## src/rtl/axis_tbcall_pkg.sv

```systemverilog
// axis_tbcall_pkg: shared FSM type, channel limit and call_id sizing for the multi-channel tbcall trigger.
package axis_tbcall_pkg;
    localparam int MAX_NCH = 32;
    typedef enum logic [1:0] {IDLE, CALL, GAP} state_t;
    function automatic int idw_f(input int n);
        return (n > 1) ? $clog2(n) : 1;
    endfunction
endpackage

```

## src/rtl/axis_tbcall_rr_arb.sv

```systemverilog
// axis_tbcall_rr_arb: picks the first requester strictly after ptr, wrapping NCH-1 -> 0.
module axis_tbcall_rr_arb import axis_tbcall_pkg::*; #(
    parameter int NCH = 4,
    parameter int IDW = idw_f(NCH)
) (
    input  logic [NCH-1:0] req,
    input  logic [IDW-1:0] ptr,
    output logic [IDW-1:0] gnt_id,
    output logic           gnt_any
);
    logic [IDW-1:0] idx;
    always_comb begin
        gnt_id = '0;
        gnt_any = 1'b0;
        idx = '0;
        // scanning from the farthest candidate back lets the nearest one win
        for (int k = NCH; k >= 1; k--) begin
            idx = IDW'((int'(ptr) + k) % NCH);
            if (req[idx]) begin
                gnt_id = idx;
                gnt_any = 1'b1;
            end
        end
    end
endmodule

```

## src/rtl/axis_tbcall_mc.sv

```systemverilog
// axis_tbcall_mc: latches per-channel triggers as pending calls and serialises them to the host.
module axis_tbcall_mc import axis_tbcall_pkg::*; #(
    parameter int   NCH = 4,
    parameter logic EDGE_MODE = 1'b1,
    parameter int   IDW = idw_f(NCH)
) (
    input  logic           clk,
    input  logic           rst,
    input  logic [NCH-1:0] s,
    input  logic [NCH-1:0] ch_en,
    input  logic           pui,
    output logic           call_valid,
    output logic [IDW-1:0] call_id,
    input  logic           call_ack,
    output logic           stop_req,
    output logic [NCH-1:0] so,
    output logic [NCH-1:0] pend,
    output logic [NCH-1:0] ovf,
    input  logic           ovf_clr
);
    state_t state, state_d;
    logic [NCH-1:0] s_q, trig, clr, req;
    logic [IDW-1:0] ptr, ptr_d, id_d, gnt_id;
    logic gnt_any, ack_fire;

    assign req = pend & ch_en;
    assign call_valid = (state == CALL);
    assign stop_req = call_valid;

    axis_tbcall_rr_arb #(.NCH(NCH), .IDW(IDW)) u_arb (
        .req(req),
        .ptr(ptr),
        .gnt_id(gnt_id),
        .gnt_any(gnt_any)
    );

    always_comb begin
        trig = EDGE_MODE ? (s & ~s_q & ch_en) : (s & ch_en);
        ack_fire = (state == CALL) && call_ack;
        clr = ack_fire ? (NCH'(1) << call_id) : '0;
        state_d = (state == IDLE && gnt_any) ? CALL : ack_fire ? GAP : (state == GAP) ? IDLE : state;
        id_d = (state == IDLE && gnt_any) ? gnt_id : call_id;
        ptr_d = ack_fire ? call_id : ptr;
    end

    // a new trigger coinciding with its own ack re-arms pend without counting as overflow
    always_ff @(posedge clk) begin
        s_q <= s;
        if (rst) begin
            state <= IDLE;
            ptr <= IDW'(NCH - 1);
            call_id <= '0;
            so <= '0;
            pend <= '0;
            ovf <= '0;
        end else begin
            state <= state_d;
            ptr <= ptr_d;
            call_id <= id_d;
            so <= clr;
            pend <= pui ? '0 : ((pend & ~clr) | trig);
            ovf <= pui ? '0 : ((ovf & ~{NCH{ovf_clr}}) | (EDGE_MODE ? (trig & pend & ~clr) : '0));
        end
    end
endmodule

```

## config.mk

```make
export PLATFORM = sky130hd
export DESIGN_NAME = axis_tbcall_mc
export DESIGN_NICKNAME = d
export VERILOG_FILES = /design/src/rtl/axis_tbcall_pkg.sv /design/src/rtl/axis_tbcall_rr_arb.sv /design/src/rtl/axis_tbcall_mc.sv
export SDC_FILE = /design/constraint.sdc
export NUM_CORES = 1
export LEC_CHECK = 0
export ABC_AREA = 1
export BUFFER_PORTS_ARGS = -buffer_cell sky130_fd_sc_hd__buf_2
export CAP_MARGIN = 25
export CELL_PAD_IN_SITES_DETAIL_PLACEMENT = 1
export CELL_PAD_IN_SITES_GLOBAL_PLACEMENT = 2
export CORE_MARGIN = 2
export CORE_UTILIZATION = 25
export CTS_BUF_LIST = sky130_fd_sc_hd__clkbuf_4 sky130_fd_sc_hd__clkbuf_8
export DETAILED_ROUTE_END_ITERATION = 8
export PLACE_DENSITY_LB_ADDON = 0.3
export SYNTH_ARGS = -nofsm -noshare
export SYNTH_HDL_FRONTEND = slang
export SYNTH_SLANG_ARGS = --single-unit
export TNS_END_PERCENT = 1
```

## constraint.sdc

```tcl
create_clock -name clk -period 1.05 [get_ports clk]
set_input_delay 0.0525 -clock clk [delete_from_list [all_inputs] [get_ports clk]]
set_output_delay 0.0525 -clock clk [all_outputs]
set_load 0.005 [all_outputs]
```

==> results.md, run 1 <==
* Status: finished with violations
* Failing checks: setup timing
* Reg-to-reg slack, setup at -0.20 ns
* Max-cap violations at 0
* Num rows at 22
* Leakage power at 0.000695 uW
* Worst-path cell chain: buf_6, nand3_2, nand2_4, nand2_2, nand2_1, nand2_2, a21oi_2, nand2_1, a21oi_2
* Slew Limit Fails at 0
* Core Box Area at 3660 sq um
* DRC violations left at 0
* #FFs+latches synth at 22
* Share of cells above drive strength 1 at 0.457
* Area Overhead vs Synth at 51.8%
* Net Count, Synth at 150
* H-tree depth at 1
* Commonest non-fill, non-tap cells in the layout: nand2_1, buf_2, dfxtp_1
* Ports at 29
* Post-synthesis cell area at 957 sq um
* Max Buffers Root-to-Sink at 2
* DR iter-0 viols at 16
* Die outline height at 65.9 um
* Net count of the finished layout at 201
* Slowest CP cell: dfxtp_4
* FF-to-FF path depth at 9
* Die area at 4340 sq um
* Final setup margin at -0.199 ns
* CP startpoint kind: flip-flop
* Post-synth cell types at 18
* Vias in the first global route at 1,004
* Largest net degree at the start of global routing at 12
* Seq. cell area at about 450 sq um
* Rel. slew slack at 0.852
* Final worst path period need at roughly 1.2 ns
* Post-synthesis instance total at 137
* # clock sinks at 22
* First-pass GRT wire length at 4440 um
* CP endpoint kind: flip-flop
* YS warnings at 0
* Hold Startpoint: call_ack
* CTS Root Cell: clkbuf_8
* Critical Path Fanout Max at 7
* Fill cells at 472
* Routed WL at 2690 um
* WP data arrival at approximately 1.5 ns
* Grt total ovfl at 0
* Max incr delay on CP at 0.41 ns
* Post-DP HPWL at 2120 um
* Initial core utilization at 0.261
* Hold Fails Final Rpt at 0
* Worst skew pair latency at about 0.26 ns
* Hold endpoint: state[1]
* TritonRoute pass-1 iters at 3
* FMAX at around 0.80 GHz
* Final Skew at 0.00779 ns
* Cell area power density at 1090 nW/um^2
* Reg-to-reg startpoint: ptr[0]
* RR Endpoint: call_id[0]
* DRT antenna net count at 0
* Final period utilization at 1.19
* Initial antenna violation count at 0
* CTS tree: built
* Avg WL per Cell at 11.5 um
* Via count at slightly above 1,000
* Slew @ Worst Pin at between 0.2 and 0.25 ns
* RSZ-0062 raised after global routing: yes
* Final setup fails at 12
* Setup TNS at -0.610 ns
* Avg Inst Size Synth at 6.99 sq um
* TritonCTS Buffers at 3
* Tot GR Track Use at 0.136
* Fin Hold WS at 0.0429 ns
* DIE WIDTH at 65.9 um
* Data required, critical path at 1.25 ns
* Hold Path Depth at 3
* Kind of critical path: reg2reg
* GP Congestion at 0.752
* Maximum vdd drop at between 300 and 400 uV
* Post-synthesis sequential area ratio at 0.460
* PortBufs at 28
* Vias per cell at 4.40
* Hold Crit Class: in2reg
* Multi-input logic area at between 500 and 600 sq um
* Diode count at 0
* Clock-pin slew on the worst setup and hold paths at roughly 0.08 ns
[routing by layer]
layer,global-route usage,vias to the layer above,wire length [um]
met4,0.0547,0,14
met3,0.0256,2,70
met5,0,-,0
li1,-,536,-
met2,0.237,15,1380
met1,0.162,476,1220
[synth_stat cells]
| cell | instances | area [sq um] |
|---|---|---|
| buf_6 | 1 | 11.3 |
| o21ai_0 | 5 | 25.0 |
| nand2_2 | 2 | 12.5 |
| a21oi_1 | 10 | 50.1 |
| inv_1 | 12 | 45.0 |
| nand2_1 | 40 | 150 |
| clkbuf_1 | 2 | 7.51 |
| buf_4 | 1 | 7.51 |
| or2_2 | 1 | 6.26 |
| a21oi_2 | 2 | 17.5 |
| o21a_1 | 1 | 7.51 |
| nand3_2 | 1 | 10.0 |
| a21boi_0 | 1 | 7.51 |
| o22ai_1 | 1 | 6.26 |
| nand3_1 | 14 | 70.1 |
| dfxtp_1 | 22 | 440 |
| o211ai_1 | 1 | 7.51 |
| nor2_1 | 20 | 75.1 |
[worst max path at each step]
stage                 from         end  slack (ns)  cells past startpoint
floorplan           ptr[0]  call_id[1]       -0.07                      8
global placement    ptr[0]  call_id[1]       -0.22                      8
detailed placement  ptr[0]  call_id[0]       -0.28                     10
CTS                 ptr[0]  call_id[0]       -0.21                     10
global route        ptr[0]  call_id[0]       -0.29                     10
finish              ptr[0]  call_id[0]       -0.20                      9
[cell type report]
class                      count  area share
timing repair buffer          50       0.220
sequential                    22       0.307
inverter                      12      0.0327
multi-input combinational     99       0.370
clock buffer                   3      0.0284
tap                           48      0.0413
[registers in the layout, indices dropped and copies added (netlist names)]
signal and count:
so 4, state 2, ptr 2, ovf 4
s_q 4, pend 4, call_id 2
[critical path: cells and delay by family, from the launching register on]
kind                   cells  cell delay (ns)
buffers and inverters      1             0.13
AOI/OAI and AO/OA          2             0.21
and+or+nand+nor            6             0.45
DFF                        1             0.41
[cells by family after synthesis]
| logic type | count (synthesis) | share of synthesized area |
|---|---|---|
| AO/OA/AOI/OAI | 21 | 0.127 |
| buffers and inverters | 16 | 0.0745 |
| AND/OR/NAND/NOR | 78 | 0.339 |
| flip-flops | 22 | 0.460 |
[timing repair]
item,4_1_cts,5_1_grt
pin swaps,2,6
gates resized for setup,17,18
endpoints found under the hold margin,4,0
setup buffers,2,0
hold buffers,4,0
setup endpoints to repair,16,19
[per-stage QoR]
step	setup slack (ns)	util	instance area, sq um	cells	total power (uW)
after floorplan	-0.0749	-	961	137	985
after global placement	-0.221	0.343	1250	225	1060
after detailed placement	-0.278	0.343	1250	225	1070
after CTS	-0.206	0.381	1400	234	1610
after global routing	-0.287	0.397	1450	234	1700
final	-0.199	0.397	1450	234	1590
[power by group]
part | internal, uW | switching, uW
clock network | 255 | 247
logic | 97.3 | 113
registers | 856 | 20.0
Power figures use the tool's default switching activity.
==> inputs of run 2 (changes only) <==
ABC_AREA = default   (was 1)
CORE_UTILIZATION = 28   (was 25)
==> results.md, run 2 <==
* Status: finished with violations
* Failing checks: setup timing
* Kind of cell adding the most delay to the critical path: simple AND/OR/NAND/NOR gates
* CTS Root Cell: clkbuf_4
* Worst-path cell chain: nand3b_4, or2_4, o21ai_4, a21oi_1
* Die area at 3640 sq um (-16%)
* Grt total ovfl at 0 (unchanged)
* GP Congestion at 0.793 (+5.5%)
* Ports at 29 (unchanged)
* YS warnings at 0 (unchanged)
* Maximum vdd drop at 417 uV (+8.1%)
* Diode count at 0 (unchanged)
* Initial antenna violation count at 0 (unchanged)
* Synth area leader: dfxtp_1
* TritonRoute pass-1 iters at 4 (+1)
* Final period utilization at 1.10 (-0.0918)
* Cell area power density at 1150 nW/um^2 (+5.4%)
* Routed WL at 2380 um (-11%)
* Net Count, Synth at 98 (-35%)
* CP startpoint kind: flip-flop
* Post-synth cell types at 28 (+10)
* PortBufs at 28 (unchanged)
* FF-to-FF path depth at 4 (-5)
* Post-synth EDFFs at 0 (unchanged)
* DRC violations left at 0 (unchanged)
* Num rows at 20 (-9.1%)
* Stages on worst setup path at 4 (-5)
* DIE WIDTH at 60.4 um (-8.4%)
* Placed Cells at 170 (-24%)
* Share of cells above drive strength 1 at 0.537 (+0.0803)
* Data required, critical path at 1.22 ns (-0.03 ns)
* Vias in the first global route at 826 (-18%)
* Core Box Area at 3030 sq um (-17%)
* Synth cell count leaders: dfxtp_1, nand3b_1, a21oi_1, nand2_1
* Final setup fails at 15 (+3)
* Worst skew pair latency at 0.30 ns (+0.04 ns)
* First-pass GRT wire length at 3920 um (-12%)
* Commonest non-fill, non-tap cells in the layout: buf_2, buf_4, dfxtp_1
* Vias per cell at 4.65 (+5.7%)
* Most common cell after layout, fill and taps aside: buf_2
* Max incr delay on CP at 0.37 ns (-0.04 ns)
* Critical path capture point: pend[1]
* #FFs+latches synth at 22 (unchanged)
* Seq. cell area at 453 sq um (+1.4%)
* Core Util, Final at 0.432 (+0.0354)
* FMAX at 0.868 GHz (+8.4%)
* Max-cap violations at 0 (unchanged)
* Leakage power at 0.000576 uW (-17%)
* CP Buf/Inv Count at 0 (-1)
* Worst setup path start: state[1]
* Post-synthesis sequential area ratio at 0.495 (+0.0349)
* Final worst path period need at 1.15 ns (-0.0964 ns)
* Post-DP HPWL at 1820 um (-14%)
* H-tree depth at 1 (unchanged)
* Slew @ Worst Pin at 0.598 ns (+0.377 ns)
* CP endpoint kind: flip-flop
* Tot GR Track Use at 0.146 (+0.0103)
* CTS tree: built
* Total design power at 1510 uW (-5.0%)
* Area Overhead vs Synth at 47.1%
* Top post-synthesis cells by area: dfxtp_1, nand3b_1, o31ai_2
* Yosys top cell area share at 0.495 (+0.0349)
* Avg WL per Cell at 13.4 um (+17%)
* Reg-to-reg slack, setup at -0.10 ns (+0.10 ns)
* Ys async rst share at 0 (unchanged)
* Multi-input logic area at 453 sq um (-16%)
* Setup TNS at -0.723 ns (-0.113 ns)
* # clock sinks at 22 (unchanged)
* Hold Crit Class: in2reg
* Hold Fails Final Rpt at 0 (unchanged)
* Avg Inst Size Synth at 10.5 sq um (+50%)
* Max Buffers Root-to-Sink at 2 (unchanged)
* RSZ-0062 raised after global routing: yes
* Via count at 827 (-20%)
* Post-synthesis cell area at 890 sq um (-7.1%)
* DRT antenna net count at 0 (unchanged)
* Slew Limit Fails at 0 (unchanged)
* RR Endpoint: pend[1]
* DR iter-0 viols at 26 (+10)
* Kind of critical path: reg2reg
* Most common cell in the synthesized netlist: dfxtp_1
* Rel. slew slack at 0.601 (-0.251)
* Post-Layout Cell Count at 178 (-24%)
* Net count of the finished layout at 148 (-26%)
* Largest net degree at the start of global routing at 13 (+1)
* Slowest CP cell: dfxtp_2
* Die outline height at 60.4 um (-8.4%)
* Primary FF master, synth: dfxtp_1
* Reg-to-reg startpoint: state[1]
* Post-synthesis instance total at 85 (-38%)
* TritonCTS Buffers at 3 (unchanged)
* Fill cells at 356 (-25%)
* Critical Path Fanout Max at 4 (-3)
* Initial core utilization at 0.294 (+0.0324)
* WP data arrival at 1.33 ns (-0.12 ns)
* Final Skew at 0.00219 ns (-0.00560 ns)
* Final setup margin at -0.102 ns (+0.0964 ns)
* Clock-pin slew on the worst setup and hold paths at 0.12 ns (+0.04 ns)
==> run 2: power by group <==
| group | internal [uW] | switching [uW] |
|---|---|---|
| combinational | 84.5 | 84.8 |
| clock | 211 | 258 |
| sequential | 855 | 15.8 |
==> run 2: worst min path at each step <==
stage	start	end	slack [ns]	cells past startpoint
after floorplan	s[0]	s_q[0]	0.08	0
after global placement	s[3]	s_q[3]	0.17	1
after detailed placement	s[3]	s_q[3]	0.17	1
after CTS	ovf_clr	ovf[0]	0.05	3
after global routing	ovf_clr	ovf[0]	0.03	3
final	ovf_clr	ovf[0]	0.05	3
==> run 2: worst register-to-register path, cell delays in order (launching register included) <==
cell and delay [ns]:
dfxtp_2 0.37, nand3b_4 0.16, or2_4 0.27, o21ai_4 0.15
a21oi_1 0.09
==> run 2: logic make-up after synthesis <==
| logic type | synth area share |
|---|---|
| flops | 0.495 |
| compound gates | 0.233 |
| buf+inv | 0.0394 |
| simple gates | 0.232 |
==> run 2: area by class of cell <==
cell class,instances,share of cell area
clock buffer,4,0.0277
inverter,3,0.00860
multi-input combinational,57,0.346
sequential,22,0.346
tap,44,0.0421
timing repair buffer,48,0.229
==> run 2: stage by stage <==
stage          setup slack, ns  hold WS [ns]  instance area, sq um
2_1_floorplan          -0.0337        0.0802                   890
3_3_place_gp            -0.107         0.172                  1180
3_5_place_dp            -0.153         0.175                  1180
4_1_cts                 -0.107        0.0473                  1280
5_1_grt                 -0.157        0.0332                  1310
6_report                -0.102        0.0536                  1310
==> run 2: timing repair <==
action | 4_1_cts | 5_1_grt
pin swaps | 0 | 2
setup buffers | 0 | 0
hold buffers | 4 | 0
resized for setup | 7 | 8
endpoints found under the hold margin | 4 | 0
setup endpoints to repair | 20 | 21
==> run 2: layer usage <==
metal | vias up | GRT usage | part of all wire
met3 | 2 | 0.0384 | 0.041
li1 | 411 | - | -
met2 | 19 | 0.214 | 0.45
met1 | 395 | 0.208 | 0.50
met4 | 0 | 0.0476 | 0.0063
met5 | - | 0 | 0
==> inputs of run 3 (changes only) <==
CORE_UTILIZATION = 27   (was 28)
SYNTH_HIERARCHICAL = 1   (was default)
==> results.md, run 3 <==
* Post-synthesis cell area at 912 sq um (+2.5%)
* Pint at 1150 uW (+0.14%)
* Area Overhead vs Synth at 47.6%
* Maximum vdd drop at 407 uV (-2.4%)
* Num rows at 21 (+5.0%)
* Rel. slew slack at 0.840 (+0.239)
* Post-synth cell types at 30 (+7.1%)
* DP Area at 1220 sq um (+3.3%)
* Met1 Track Usage GR at 0.186 (-0.0226)
* Seq. cell area at 450 sq um (-0.55%)
* Status: finished with violations
* DIE WIDTH at 62.1 um (+2.9%)
* Critical Path Fanout Max at 3 (-1)
* Initial core utilization at 0.278 (-0.0161)
* Core Util, Final at 0.410 (-0.0223)
* Post-synth EDFFs at 0 (unchanged)
* Gr busiest metal: met2
* Most common cell in the synthesized netlist: dfxtp_1
* Slew Limit Fails at 0 (unchanged)
* Clk pwr share at 0.320 (+0.009)
* Ys async rst share at 0 (unchanged)
* Final worst path period need at 1.21 ns (+0.0625 ns)
* Grt total ovfl at 0 (unchanged)
* CTS tree: built
* Ports at 29 (unchanged)
* Synth cell count leaders: dfxtp_1, nand3b_1, nor2_1, nand2_1, nand2b_1
* RSZ-0062 raised after global routing: yes
* DR iter-0 viols at 26 (unchanged)
* Avg WL per Cell at 13.7 um (+2.7%)
* Post-DP HPWL at 2000 um (+9.4%)
* DRC violations left at 0 (unchanged)
* Max-cap violations at 0 (unchanged)
* H-tree depth at 1 (unchanged)
* Net count of the finished layout at 154 (+4.1%)
* Die outline height at 62.1 um (+2.9%)
* Post-synthesis instance total at 93 (+9.4%)
* Top post-synthesis cells by area: dfxtp_1, nand3b_1, nor2_1
* CTS Root Cell: clkbuf_4
* Die area at 3860 sq um (+5.9%)
* Hold Fails Final Rpt at 0 (unchanged)
* Final period utilization at 1.16 (+0.0595)
* Multi-input logic area at 493 sq um (+8.8%)
* Diode count at 0 (unchanged)
* Routed WL at 2560 um (+7.3%)
* WP data arrival at 1.43 ns (+0.10 ns)
* Psw at 352 uW (-1.8%)
* # clock sinks at 22 (unchanged)
* TritonCTS Buffers at 3 (unchanged)
* Largest net degree at the start of global routing at 13 (unchanged)
* FMAX at 0.823 GHz (-5.1%)
* Fill cells at 387 (+8.7%)
* Net Count, Synth at 106 (+8.2%)
* CP startpoint kind: flip-flop
* Final Skew at 0.00429 ns (+0.00210 ns)
* Total design power at 1500 uW (-0.32%)
* Via count at 852 (+3.0%)
* Most common cell after layout, fill and taps aside: buf_2
* Clock-pin slew on the worst setup and hold paths at 0.13 ns (about the same)
* Max Buffers Root-to-Sink at 2 (unchanged)
* First-pass GRT wire length at 4540 um (+16%)
* Worst skew pair latency at 0.31 ns (about the same)
* Core Box Area at 3280 sq um (+8.5%)
* Global Route met2 Usage at 0.239 (+0.0248)
* Post-route cell area at 1350 sq um (+2.9%)
* GP Congestion at 0.745 (-6.1%)
* Setup bufs post-CTS at 0 (unchanged)
* CP endpoint kind: flip-flop
* Met3 GRT Util at 0.0308 (-0.00758)
* PortBufs at 28 (unchanged)
* TritonRoute pass-1 iters at 4 (unchanged)
* Data required, critical path at 1.26 ns (+0.04 ns)
* Yosys top cell area share at 0.483 (-0.0122)
* #FFs+latches synth at 22 (unchanged)
* Reg power frac at 0.573 (-0.004)
* DRT antenna net count at 0 (unchanged)
* Leakage power at 0.000597 uW (+3.7%)
* Slew @ Worst Pin at 0.236 ns (-0.362 ns)
* Vias in the first global route at 952 (+15%)
* Avg Inst Size Synth at 9.81 sq um (-6.3%)
* Kind of critical path: reg2reg
* Final setup margin at -0.165 ns (-0.0625 ns)
* Vias per cell at 4.58 (-1.4%)
* Primary FF master, synth: dfxtp_1
* Post-synthesis sequential area ratio at 0.483 (-0.0122)
* Synth area leader: dfxtp_1
* YS warnings at 6 (+6)
* Cell area power density at 1120 nW/um^2 (-3.1%)
* Share of cells above drive strength 1 at 0.521 (-0.0159)
* Combinational share of power at 0.108 (-0.004)
* Initial antenna violation count at 0 (unchanged)
* Failing checks: setup timing
* Tot GR Track Use at 0.148 (+0.00205)
* Hold Crit Class: in2reg
* Net Sw Frac at 0.234 (-0.00349)
* Final setup fails at 6 (-9)
* Commonest non-fill, non-tap cells in the layout: buf_2, dfxtp_1, buf_4
## run 3: cell types whose count changed after synthesis, moves of 3 or more
cell	before	now
nand2b_1	0	5
a21oi_1	9	4
nor2_1	4	9
o31ai_1	0	4
mux2i_1	0	3
o21ai_2	4	0
o22ai_1	0	3
o31ai_2	4	0
and2_1	0	4
## run 3: path summary, 6_finish.rpt
path	from	end	slack (ns)	cells past startpoint
worst min-delay path	ovf_clr	ovf[0]	0.04	3
worst max register to register	pend[2]	call_id[0]	-0.16	6
worst min register to register	ovf[0]	ovf[0]	0.50	2
worst max-delay path	pend[2]	call_id[0]	-0.16	6
## run 3: area by class of cell
cell class | count | area share
multi-input cells | 67 | 0.366
clock buffers | 4 | 0.0270
flip-flops and latches | 22 | 0.335
repair buffers | 46 | 0.227
well taps | 46 | 0.0428
inverters | 1 | 0.00279
## run 3: worst max-delay path, cell delays in order, from the launching register on
cell      delay (ns)
dfxtp_2         0.35
and2_4          0.14
and2b_1         0.21
a21oi_2         0.13
o221ai_2        0.10
mux2i_1         0.13
nor2_1          0.05
## run 3: timing repair
| action | 4_1_cts | 5_1_grt |
|---|---|---|
| pin swaps | 1 | 6 |
| setup endpoints to repair | 12 | 19 |
| gates resized for setup | 3 | 11 |
| hold buffers | 4 | 0 |
| endpoints found under the hold margin | 4 | 0 |
## run 3: metal layers
metal,vias up,share of wire
met5,-,0
met4,0,0.027
met3,6,0.050
met2,27,0.46
met1,394,0.46
li1,425,-
## run 3: per-stage QoR
step / hold WS [ns] / worst slack [ns] / std cells / setup TNS (ns)
floorplan: 0.0802 / -0.102 / 93 / -0.344
global route: 0.0270 / -0.270 / 186 / -1.21
detailed placement: 0.172 / -0.153 / 178 / -0.516
CTS: 0.0251 / -0.175 / 186 / -0.775
global placement: 0.169 / -0.129 / 178 / -0.365
finish: 0.0413 / -0.165 / 186 / -0.544
## run 3: cell families (layout without fill, tap and decap cells)
| family | count (synthesis) | after routing | share of synthesized area |
|---|---|---|---|
| compound gates | 17 | 17 | 0.133 |
| simple gates | 47 | 47 | 0.329 |
| mux | 3 | 3 | 0.0329 |
| buf+inv | 4 | 51 | 0.0219 |
| flops | 22 | 22 | 0.483 |
## run 3: power by group through the flow
stage | sequential, uW | combinational [uW] | clock [uW]
2_1_floorplan | 882 | 63.3 | 0
3_3_place_gp | 880 | 137 | 0
3_5_place_dp | 880 | 141 | 0
4_1_cts | 862 | 153 | 509
5_1_grt | 865 | 180 | 549
6_report | 862 | 162 | 481
